[config.mk]
export PLATFORM = sky130hd
export DESIGN_NAME = tlb_maint_ctrl
export DESIGN_NICKNAME = d
export VERILOG_FILES = /design/src/rtl/tlb_maint_ctrl.sv
export SDC_FILE = /design/constraint.sdc
export NUM_CORES = 1
export LEC_CHECK = 0
export BUFFER_PORTS_ARGS = -buffer_cell sky130_fd_sc_hd__buf_2
export CORE_AREA = 2 2 175 177
export CTS_CLUSTER_DIAMETER = 120
export DETAILED_ROUTE_END_ITERATION = 16
export DIE_AREA = 0 0 177 179
export GPL_TIMING_DRIVEN = 0
export SYNTH_ARGS = -nofsm -noshare
export SYNTH_HDL_FRONTEND = slang
export SYNTH_SLANG_ARGS = --single-unit
[constraint.sdc]
create_clock -name clk -period 9.3 [get_ports clk]
set_input_delay 1.86 -clock clk [delete_from_list [all_inputs] [get_ports clk]]
set_output_delay 1.86 -clock clk [all_outputs]
set_load 0.05 [all_outputs]
[src/rtl/tlb_maint_ctrl.sv]
// tlb_maint_ctrl
//   Sequencer for TLB maintenance instructions (TLBSRCH, TLBRD, TLBWR,
//   TLBFILL, INVTLB). Takes one request at a time from the CSR/EXE stage
//   over a valid/ready handshake and drives the TLB array's search, read
//   and write ports. INVTLB walks every entry, one per cycle, clearing
//   the valid (e) bit of each matching entry. It also keeps the
//   round-robin fill pointer used by TLBFILL.
//
// Ports
//   clk, reset        clock, asynchronous active-high reset
//   req_*             request channel (valid/ready, op, inv_op, asid,
//                     vppn, index, entry)
//   resp_*            completion pulse plus found/index/entry/err results
//   tlb_s_*           TLB search port (vppn/asid out, found/index in)
//   tlb_r_*           TLB read port (index out, combinational entry in)
//   tlb_we, tlb_w_*   TLB write port
//
// Entry packing (msb->lsb, 89 bits):
//   e, vppn[19], ps[6], asid[10], g, ppn0[20], plv0[2], mat0[2], d0, v0,
//   ppn1[20], plv1[2], mat1[2], d1, v1
module tlb_maint_ctrl #(
  parameter int TLBNUM = 16,
  parameter int IDXW   = $clog2(TLBNUM)
) (
  input  logic            clk,
  input  logic            reset,
  input  logic            req_valid,
  output logic            req_ready,
  input  logic [2:0]      req_op,
  input  logic [4:0]      req_inv_op,
  input  logic [9:0]      req_asid,
  input  logic [18:0]     req_vppn,
  input  logic [IDXW-1:0] req_index,
  input  logic [88:0]     req_entry,
  output logic            resp_valid,
  output logic            resp_found,
  output logic [IDXW-1:0] resp_index,
  output logic [88:0]     resp_entry,
  output logic            resp_err,
  output logic [18:0]     tlb_s_vppn,
  output logic [9:0]      tlb_s_asid,
  input  logic            tlb_s_found,
  input  logic [IDXW-1:0] tlb_s_index,
  output logic [IDXW-1:0] tlb_r_index,
  input  logic [88:0]     tlb_r_entry,
  output logic            tlb_we,
  output logic [IDXW-1:0] tlb_w_index,
  output logic [88:0]     tlb_w_entry
);

  localparam logic [2:0] OP_SRCH = 3'd0;
  localparam logic [2:0] OP_RD   = 3'd1;
  localparam logic [2:0] OP_WR   = 3'd2;
  localparam logic [2:0] OP_FILL = 3'd3;
  localparam logic [2:0] OP_INV  = 3'd4;

  typedef enum logic [1:0] {IDLE, EXEC, SCAN, DONE} state_t;

  state_t          state_q, state_d;
  logic [IDXW-1:0] fill_ptr_q, fill_ptr_d;
  logic [IDXW-1:0] scan_idx_q, scan_idx_d;
  logic            resp_found_q, resp_found_d;
  logic [IDXW-1:0] resp_index_q, resp_index_d;
  logic [88:0]     resp_entry_q, resp_entry_d;
  logic            resp_err_q, resp_err_d;

  // Latched request fields (datapath only, no reset needed)
  logic [2:0]      op_q, op_d;
  logic [4:0]      inv_op_q, inv_op_d;
  logic [9:0]      asid_q, asid_d;
  logic [18:0]     vppn_q, vppn_d;
  logic [IDXW-1:0] index_q, index_d;
  logic [88:0]     entry_q, entry_d;

  logic accept;
  logic scan_hit;

  // INVTLB selection for one entry. A 4MB page (ps==22) only compares
  // the upper VPPN bits, the rest compare the whole VPPN.
  function automatic logic inv_match(input logic [4:0]  iop,
                                     input logic [88:0] ent,
                                     input logic [9:0]  asid,
                                     input logic [18:0] vppn);
    logic g, asid_eq, vm;
    g       = ent[52];
    asid_eq = (ent[62:53] == asid);
    if (ent[68:63] == 6'd22) vm = (ent[87:79] == vppn[18:10]);
    else                     vm = (ent[87:69] == vppn);
    case (iop)
      5'd0, 5'd1: inv_match = 1'b1;
      5'd2:       inv_match = g;
      5'd3:       inv_match = !g;
      5'd4:       inv_match = !g && asid_eq;
      5'd5:       inv_match = !g && asid_eq && vm;
      5'd6:       inv_match = (g || asid_eq) && vm;
      default:    inv_match = 1'b0;
    endcase
  endfunction

  assign accept      = req_valid && (state_q == IDLE);
  assign req_ready   = (state_q == IDLE);
  assign resp_valid  = (state_q == DONE);
  assign resp_found  = resp_found_q;
  assign resp_index  = resp_index_q;
  assign resp_entry  = resp_entry_q;
  assign resp_err    = resp_err_q;
  assign tlb_s_vppn  = vppn_q;
  assign tlb_s_asid  = asid_q;
  assign tlb_r_index = (state_q == SCAN) ? scan_idx_q : index_q;
  assign scan_hit    = inv_match(inv_op_q, tlb_r_entry, asid_q, vppn_q) && tlb_r_entry[88];

  always_comb begin
    op_d     = op_q;
    inv_op_d = inv_op_q;
    asid_d   = asid_q;
    vppn_d   = vppn_q;
    index_d  = index_q;
    entry_d  = entry_q;
    if (accept) begin
      op_d     = req_op;
      inv_op_d = req_inv_op;
      asid_d   = req_asid;
      vppn_d   = req_vppn;
      index_d  = req_index;
      entry_d  = req_entry;
    end
  end

  always_comb begin
    state_d      = state_q;
    fill_ptr_d   = fill_ptr_q;
    scan_idx_d   = scan_idx_q;
    resp_found_d = resp_found_q;
    resp_index_d = resp_index_q;
    resp_entry_d = resp_entry_q;
    resp_err_d   = resp_err_q;
    tlb_we       = 1'b0;
    tlb_w_index  = '0;
    tlb_w_entry  = '0;

    case (state_q)
      IDLE: begin
        if (accept) begin
          if (req_op == OP_INV && req_inv_op <= 5'd6) state_d = SCAN;
          else                                        state_d = EXEC;
        end
      end

      // Single TLB access; results are captured on the way to DONE.
      // An INV reaching EXEC always carries an illegal inv_op.
      EXEC: begin
        resp_found_d = 1'b0;
        resp_index_d = '0;
        resp_entry_d = '0;
        resp_err_d   = 1'b0;
        case (op_q)
          OP_SRCH: begin
            resp_found_d = tlb_s_found;
            resp_index_d = tlb_s_found ? tlb_s_index : '0;
          end
          OP_RD: resp_entry_d = tlb_r_entry;
          OP_WR: begin
            tlb_we      = 1'b1;
            tlb_w_index = index_q;
            tlb_w_entry = entry_q;
          end
          OP_FILL: begin
            tlb_we       = 1'b1;
            tlb_w_index  = fill_ptr_q;
            tlb_w_entry  = entry_q;
            resp_index_d = fill_ptr_q;
            fill_ptr_d   = fill_ptr_q + IDXW'(1);
          end
          default: resp_err_d = 1'b1;
        endcase
        state_d = DONE;
      end

      // One entry per cycle; a matching valid entry is rewritten in the
      // same cycle with only its e bit cleared.
      SCAN: begin
        if (scan_hit) begin
          tlb_we      = 1'b1;
          tlb_w_index = scan_idx_q;
          tlb_w_entry = {1'b0, tlb_r_entry[87:0]};
        end
        if (scan_idx_q == IDXW'(TLBNUM - 1)) begin
          scan_idx_d   = '0;
          resp_found_d = 1'b0;
          resp_index_d = '0;
          resp_entry_d = '0;
          resp_err_d   = 1'b0;
          state_d      = DONE;
        end else begin
          scan_idx_d = scan_idx_q + IDXW'(1);
        end
      end

      DONE: state_d = IDLE;

      default: state_d = IDLE;
    endcase
  end

  always_ff @(posedge clk or posedge reset) begin
    if (reset) begin
      state_q      <= IDLE;
      fill_ptr_q   <= '0;
      scan_idx_q   <= '0;
      resp_found_q <= 1'b0;
      resp_index_q <= '0;
      resp_entry_q <= '0;
      resp_err_q   <= 1'b0;
    end else begin
      state_q      <= state_d;
      fill_ptr_q   <= fill_ptr_d;
      scan_idx_q   <= scan_idx_d;
      resp_found_q <= resp_found_d;
      resp_index_q <= resp_index_d;
      resp_entry_q <= resp_entry_d;
      resp_err_q   <= resp_err_d;
    end
  end

  always_ff @(posedge clk) begin
    op_q     <= op_d;
    inv_op_q <= inv_op_d;
    asid_q   <= asid_d;
    vppn_q   <= vppn_d;
    index_q  <= index_d;
    entry_q  <= entry_d;
  end

endmodule

### Word level (Yosys, flattened, before mapping)

Index checks and enable logic that the tools add are counted.

* register bits after elaboration: 235
* output and inout bits: 224

* add/sub/neg operators: 2
* order comparisons: 1
* equal/unequal tests: 20
* mux-type cells: 29
* reduce and logical (&&, ||, !) cells: 18

Operators with widths (number)
* 89-bit one-hot mux with 2 select lines: 2
* 89-bit two-way mux: 3
* 88-bit two-way mux: 1
* 4-bit one-hot mux with 2 select lines: 4
* 4-bit two-way mux: 5
* 19-bit equality test: 1
* 5-bit by 3-bit equality test with 1-bit output (second input constant): 3
* 10-bit equality test: 1
* 5-bit by 2-bit equality test with 1-bit output (second input constant): 2
* 9-bit equality test: 1
* 4-bit by 1-bit adder with 4-bit output (second input constant): 2
* 2-bit one-hot mux with 4 select lines: 1
* 3-bit by 2-bit equality test with 1-bit output (second input constant): 2
* 6-bit by 5-bit equality test with 1-bit output (second input constant): 1
* 1-bit logical AND: 6
* 1-bit two-way mux: 6
* 2-bit two-way mux: 3
* 1-bit one-hot mux with 2 select lines: 3
* 1-bit one-hot mux with 6 select lines: 1
* 2-bit AND reduction: 3
* 5-bit by 1-bit equality test with 1-bit output (second input constant): 1
* 5-bit by 3-bit less-or-equal comparator with 1-bit output (second input constant): 1
* 5-bit logical NOT: 1
* 2-bit equality test (second input constant): 2
* 12 further kinds: 14

### Longest topological paths before layout

* word-level depth: 7
* mapped depth: 9
* gate-level depth less buffers: 7

### Worst setup path before layout

No wires, ideal clock.

* path kind: input to output
* from: input tlb_r_entry[66]
* to: output tlb_w_entry[0]
* arrival time: 4.020 ns
* slack: 3.420 ns
* cell stages on the path: 5
* buffers on the path: 1
* cells stage by stage: or4bb_1 -> nor3b_1 -> o221ai_2 -> clkbuf_1 -> o211ai_1

* word-level cells in the longest chain between the ends: 7
* elaborated cells between the ends (all ways): 8

Ends and longest elaborated chain
* start: declaration: line 45 `input logic [88:0] tlb_r_entry,`
* 6-bit by 5-bit equality test with 1-bit output *: line 87 `if (ent[68:63] == 6'd22) vm = (ent[87:79] == vppn[18:10]);`
* 1-bit two-way mux *: line 87
* 1-bit logical AND, on equally long branches: line 95, 94
* 1-bit one-hot mux with 6 select lines *: line 89 `case (iop)`
* 1-bit logical AND *: line 110 `assign scan_hit = inv_match(inv_op_q, tlb_r_entry, asid_q, vppn_q) && tlb_r_entry[88];`
* 88-bit two-way mux *: line 182 `if (scan_hit) begin`
* 89-bit one-hot mux with 2 select lines *: line 141 `case (state_q)`
* end: declaration: line 48 `output logic [88:0] tlb_w_entry`

Every way passes the cells marked *; elsewhere a longest branch is shown, timed or not.

### Worst setup path after layout

* from: input tlb_r_entry[88]
* to: output tlb_w_entry[79]

* word-level cells in the longest chain between the ends: 3

Ends and longest elaborated chain (line)
* 1-bit logical AND: 110
* 88-bit two-way mux: 182
* 89-bit one-hot mux with 2 select lines: 141

No other way between the ends.

==> impl_results.md <==
* Vias/cell at 5.45
* Clk pin slew, worst setup/hold paths at 0.06 ns
* Vias at 9,916
* Max-Cap Viols at 0
* Setup TNS at 0 ns
* Post-synthesis xor/xnor area fraction at 2.86%
* WP data required at 7.44 ns
* # resized after CTS at 0
* Routed WL per cell at 23.3 um
* Worst reg-to-reg setup slack at 5.87 ns
* Proportion of synthesized area in mux cells at 1.05%
* Slowest cell on the critical path: clkbuf_1
* Setup CP Type: input pin to primary output
* Die outline width at 177 um
* CTS tree: built
* Hold path start: resp_index[1]
* Critical Path Max Stage Delay at 0.67 ns
* R2R cell count at 9
* RSZ-0062 raised after global routing: false
* Pleak at 6.20 nW
* Mean Syn Cell Area at 11.7 um^2
* Post-synthesis simple-gate area fraction at 9.42%
* Crit Reg-Reg Endpoint: resp_entry[67]
* Clk buf depth at 3
* Standard-cell rows at 64
* Fmax at 142 MHz
* HPWL Detailed at 32,000 um
* Fin crit period at 7.02 ns
* Initial antenna violation count at 5
* Largest net degree at the start of global routing at 64
* Crit start category: input pin
* Chip Height at 179 um
* Tot Pwr at 4.20 mW
* Hold_buf cts at 0
* Clk_skew at 0.0240 ns
* Area growth syn-to-layout at 35.8%
* Worst r2r src: state_q[0]
* Total GRT Usage at 25.8%
* Status: finished, final reports clean
* WHS Path Cells at 2
* Adder-Cell Fraction of Synth Area at 0.700%
* GRT Residual Overflow at 0
* Main combinational cell family by area after synthesis: compound AO/OA/AOI/OAI gates
* Post-synthesis compound-gate area fraction at 21.9%
* CTS H-Tree Depth at 1
* Cell area power density at 288 mW/mm^2
* Seq/Total Area, Yosys at 60.9%
* Routed Antenna Nets at 0
* Yosys warns at 0
* Clk root buf: clkbuf_16
* Nets at 1,632
* Final setup fails at 0
* Drt drc at 0
* Worst vdd ir at 0.146 mV
* Synth cell types at 39
* Postcts setup bufs at 0
* Clk sink count at 235
* Pins over their slew limit at 0
* I/O pin cnt at 451
* Period utilisation layout at 75.5%
* Mapped Cells at 916
* First-pass GRT wire length at 61,000 um
* Cts bufs inserted at 28
* Hold Path Sink: resp_index[1]
* Vias in the first global route at 9,690
* Die area at 0.0317 mm^2
* CP Max Fanout at 10
* Worst Setup SP: tlb_r_entry[88]
* Clock latency at the later pin of the worst-skew pair at 0.55 ns
* GPL Wtd Cong at 0.868
* Core area at 0.0300 mm^2
* Worst EP arrival at 5.16 ns
* Inst Count DP at 1,765
* Final WL at 42,500 um
* Buffers on Ports at 450
* HP Class: register to register
* Synth Register Bits at 235
* Worst relative slew slack at 20.3%
* Starting Density at 35.7%
* Syn nets at 1,149
* Crit path cell chain: buf_2 -> nor3b_1 -> nand3_1 -> nor2_1 -> clkbuf_1 -> clkbuf_1 -> nand2_1 -> o211ai_1 -> buf_2
* Non-Filler Instances at 1,821
* Least-Margin Pin Slew at 1.18 ns
* Drt first-iter violations at 478
* Nature of the critical path endpoint: primary output
* 1st-pass router iterations at 5
* Final hold vios at 0
* Share of layout cells above drive strength 1 at 36.5%
* Mapped cell area at 0.0107 mm^2
[kinds of logic after synthesis]
group | Yosys count
DFF | 235
xor gates and xnor gates | 35
adders and majority gates | 6
and+or+nand+nor | 239
AOI/OAI and AO/OA | 300
muxes | 10
buffers and inverters | 91
[metrics by stage]
stage / hold slack (ns) / util, % / setup WS (ns) / area [um^2]
after floorplan: 0.461 / - / 3.42 / 10700
after CTS: 0.482 / 48.5 / 2.25 / 14600
after global placement: 0.459 / 44.9 / 2.12 / 13500
after global routing: 0.513 / 48.5 / 2.08 / 14600
final: 0.479 / 48.5 / 2.28 / 14600
after detailed placement: 0.469 / 45.2 / 2.26 / 13600
[cell usage in the layout, fill, tap and decap left out, types with 5 or more instances in the layout]
cell type	instances
buf_2	452
nand2_1	193
o211ai_1	176
edfxtp_1	130
dfrtp_1	105
a22o_1	89
clkbuf_1	77
clkbuf_16	28
xnor2_1	18
xor2_1	17
o21ai_0	13
mux2_2	10
inv_1	8
nand4_1	8
clkinv_2	8
nor4_1	7
nand3_1	6
ha_1	6
bufinv_16	5
[Yosys cell counts, drive strengths merged]
cell type | number | share of area (%)
nand2 | 193 | 6.8
o211ai | 176 | 12
edfxtp | 130 | 36
dfrtp | 105 | 25
a22o | 89 | 7.3
clkbuf | 76 | 2.7
xnor2 | 18 | 1.5
xor2 | 17 | 1.4
o21ai | 13 | 0.61
mux2 | 10 | 1.1
inv | 9 | 0.31
nand4 | 8 | 0.47
nor4 | 7 | 0.41
buf | 6 | 0.23
ha | 6 | 0.70
nand3 | 6 | 0.28
nor3 | 5 | 0.28
a31oi | 4 | 0.23
a32oi | 4 | 0.33
nor2 | 4 | 0.14
nor3b | 4 | 0.28
o221ai | 4 | 0.39
a21oi | 3 | 0.14
and2 | 3 | 0.18
and3 | 3 | 0.18
o21bai | 3 | 0.21
a2111oi | 1 | 0.082
a2bb2oi | 1 | 0.082
a311oi | 1 | 0.14
and4 | 1 | 0.082
nand2b | 1 | 0.058
nor2b | 1 | 0.058
o21a | 1 | 0.070
or3b | 1 | 0.082
or4 | 1 | 0.070
or4bb | 1 | 0.10
[registers in the layout, indices dropped and copies added, names as in the netlist]
signal      count
entry_q        89
scan_idx_q      4
inv_op_q        5
resp_index      4
resp_found      1
tlb_s_asid     10
fill_ptr_q      4
resp_entry     89
resp_err        1
op_q            3
state_q         2
tlb_s_vppn     19
index_q         4
[report_power, final]
part           leakage (nW)  switching (mW)  total, mW  internal, mW
clock network         0.489           0.451       1.17         0.714
logic                  3.09            1.21       1.57         0.362
registers              2.62           0.124       1.47          1.34
[worst max-delay path, delay by kind of cell]
kind                   cells  cell delay [ns]
AOI/OAI and AO/OA          1             0.33
buffers and inverters      4             1.62
and+or+nand+nor            4             1.34
[how the worst max path moves through the flow]
| stage | endpoint | cells after the start |
|---|---|---|
| after floorplan | tlb_w_entry[0] | 5 |
| after global placement | entry_q[22] | 2 |
| after detailed placement | tlb_w_entry[79] | 9 |
| after CTS | tlb_w_entry[79] | 9 |
| after global routing | tlb_w_entry[83] | 9 |
| final | tlb_w_entry[79] | 9 |
[routing by layer]
| layer | up-vias | global-route usage (%) | share of wire, % |
|---|---|---|---|
| li1 | 4470 | - | - |
| met1 | 4846 | 31.7 | 39 |
| met2 | 519 | 44.2 | 49 |
| met3 | 79 | 6.21 | 8.9 |
| met4 | 2 | 9.37 | 3.7 |
| met5 | - | 0 | 0.021 |
[final cells by class]
class	instances	area [um^2]
Fill cell	2845	15500
Sequential cell	235	6530
Multi-Input combinational cell	590	3850
Timing Repair Buffer	453	2330
Clock buffer	32	746
Tap cell	396	495
Buffer	82	310
Clock inverter	20	246
Inverter	9	38.8
Antenna cell	4	10.0
(Power assumes the default switching activity.)
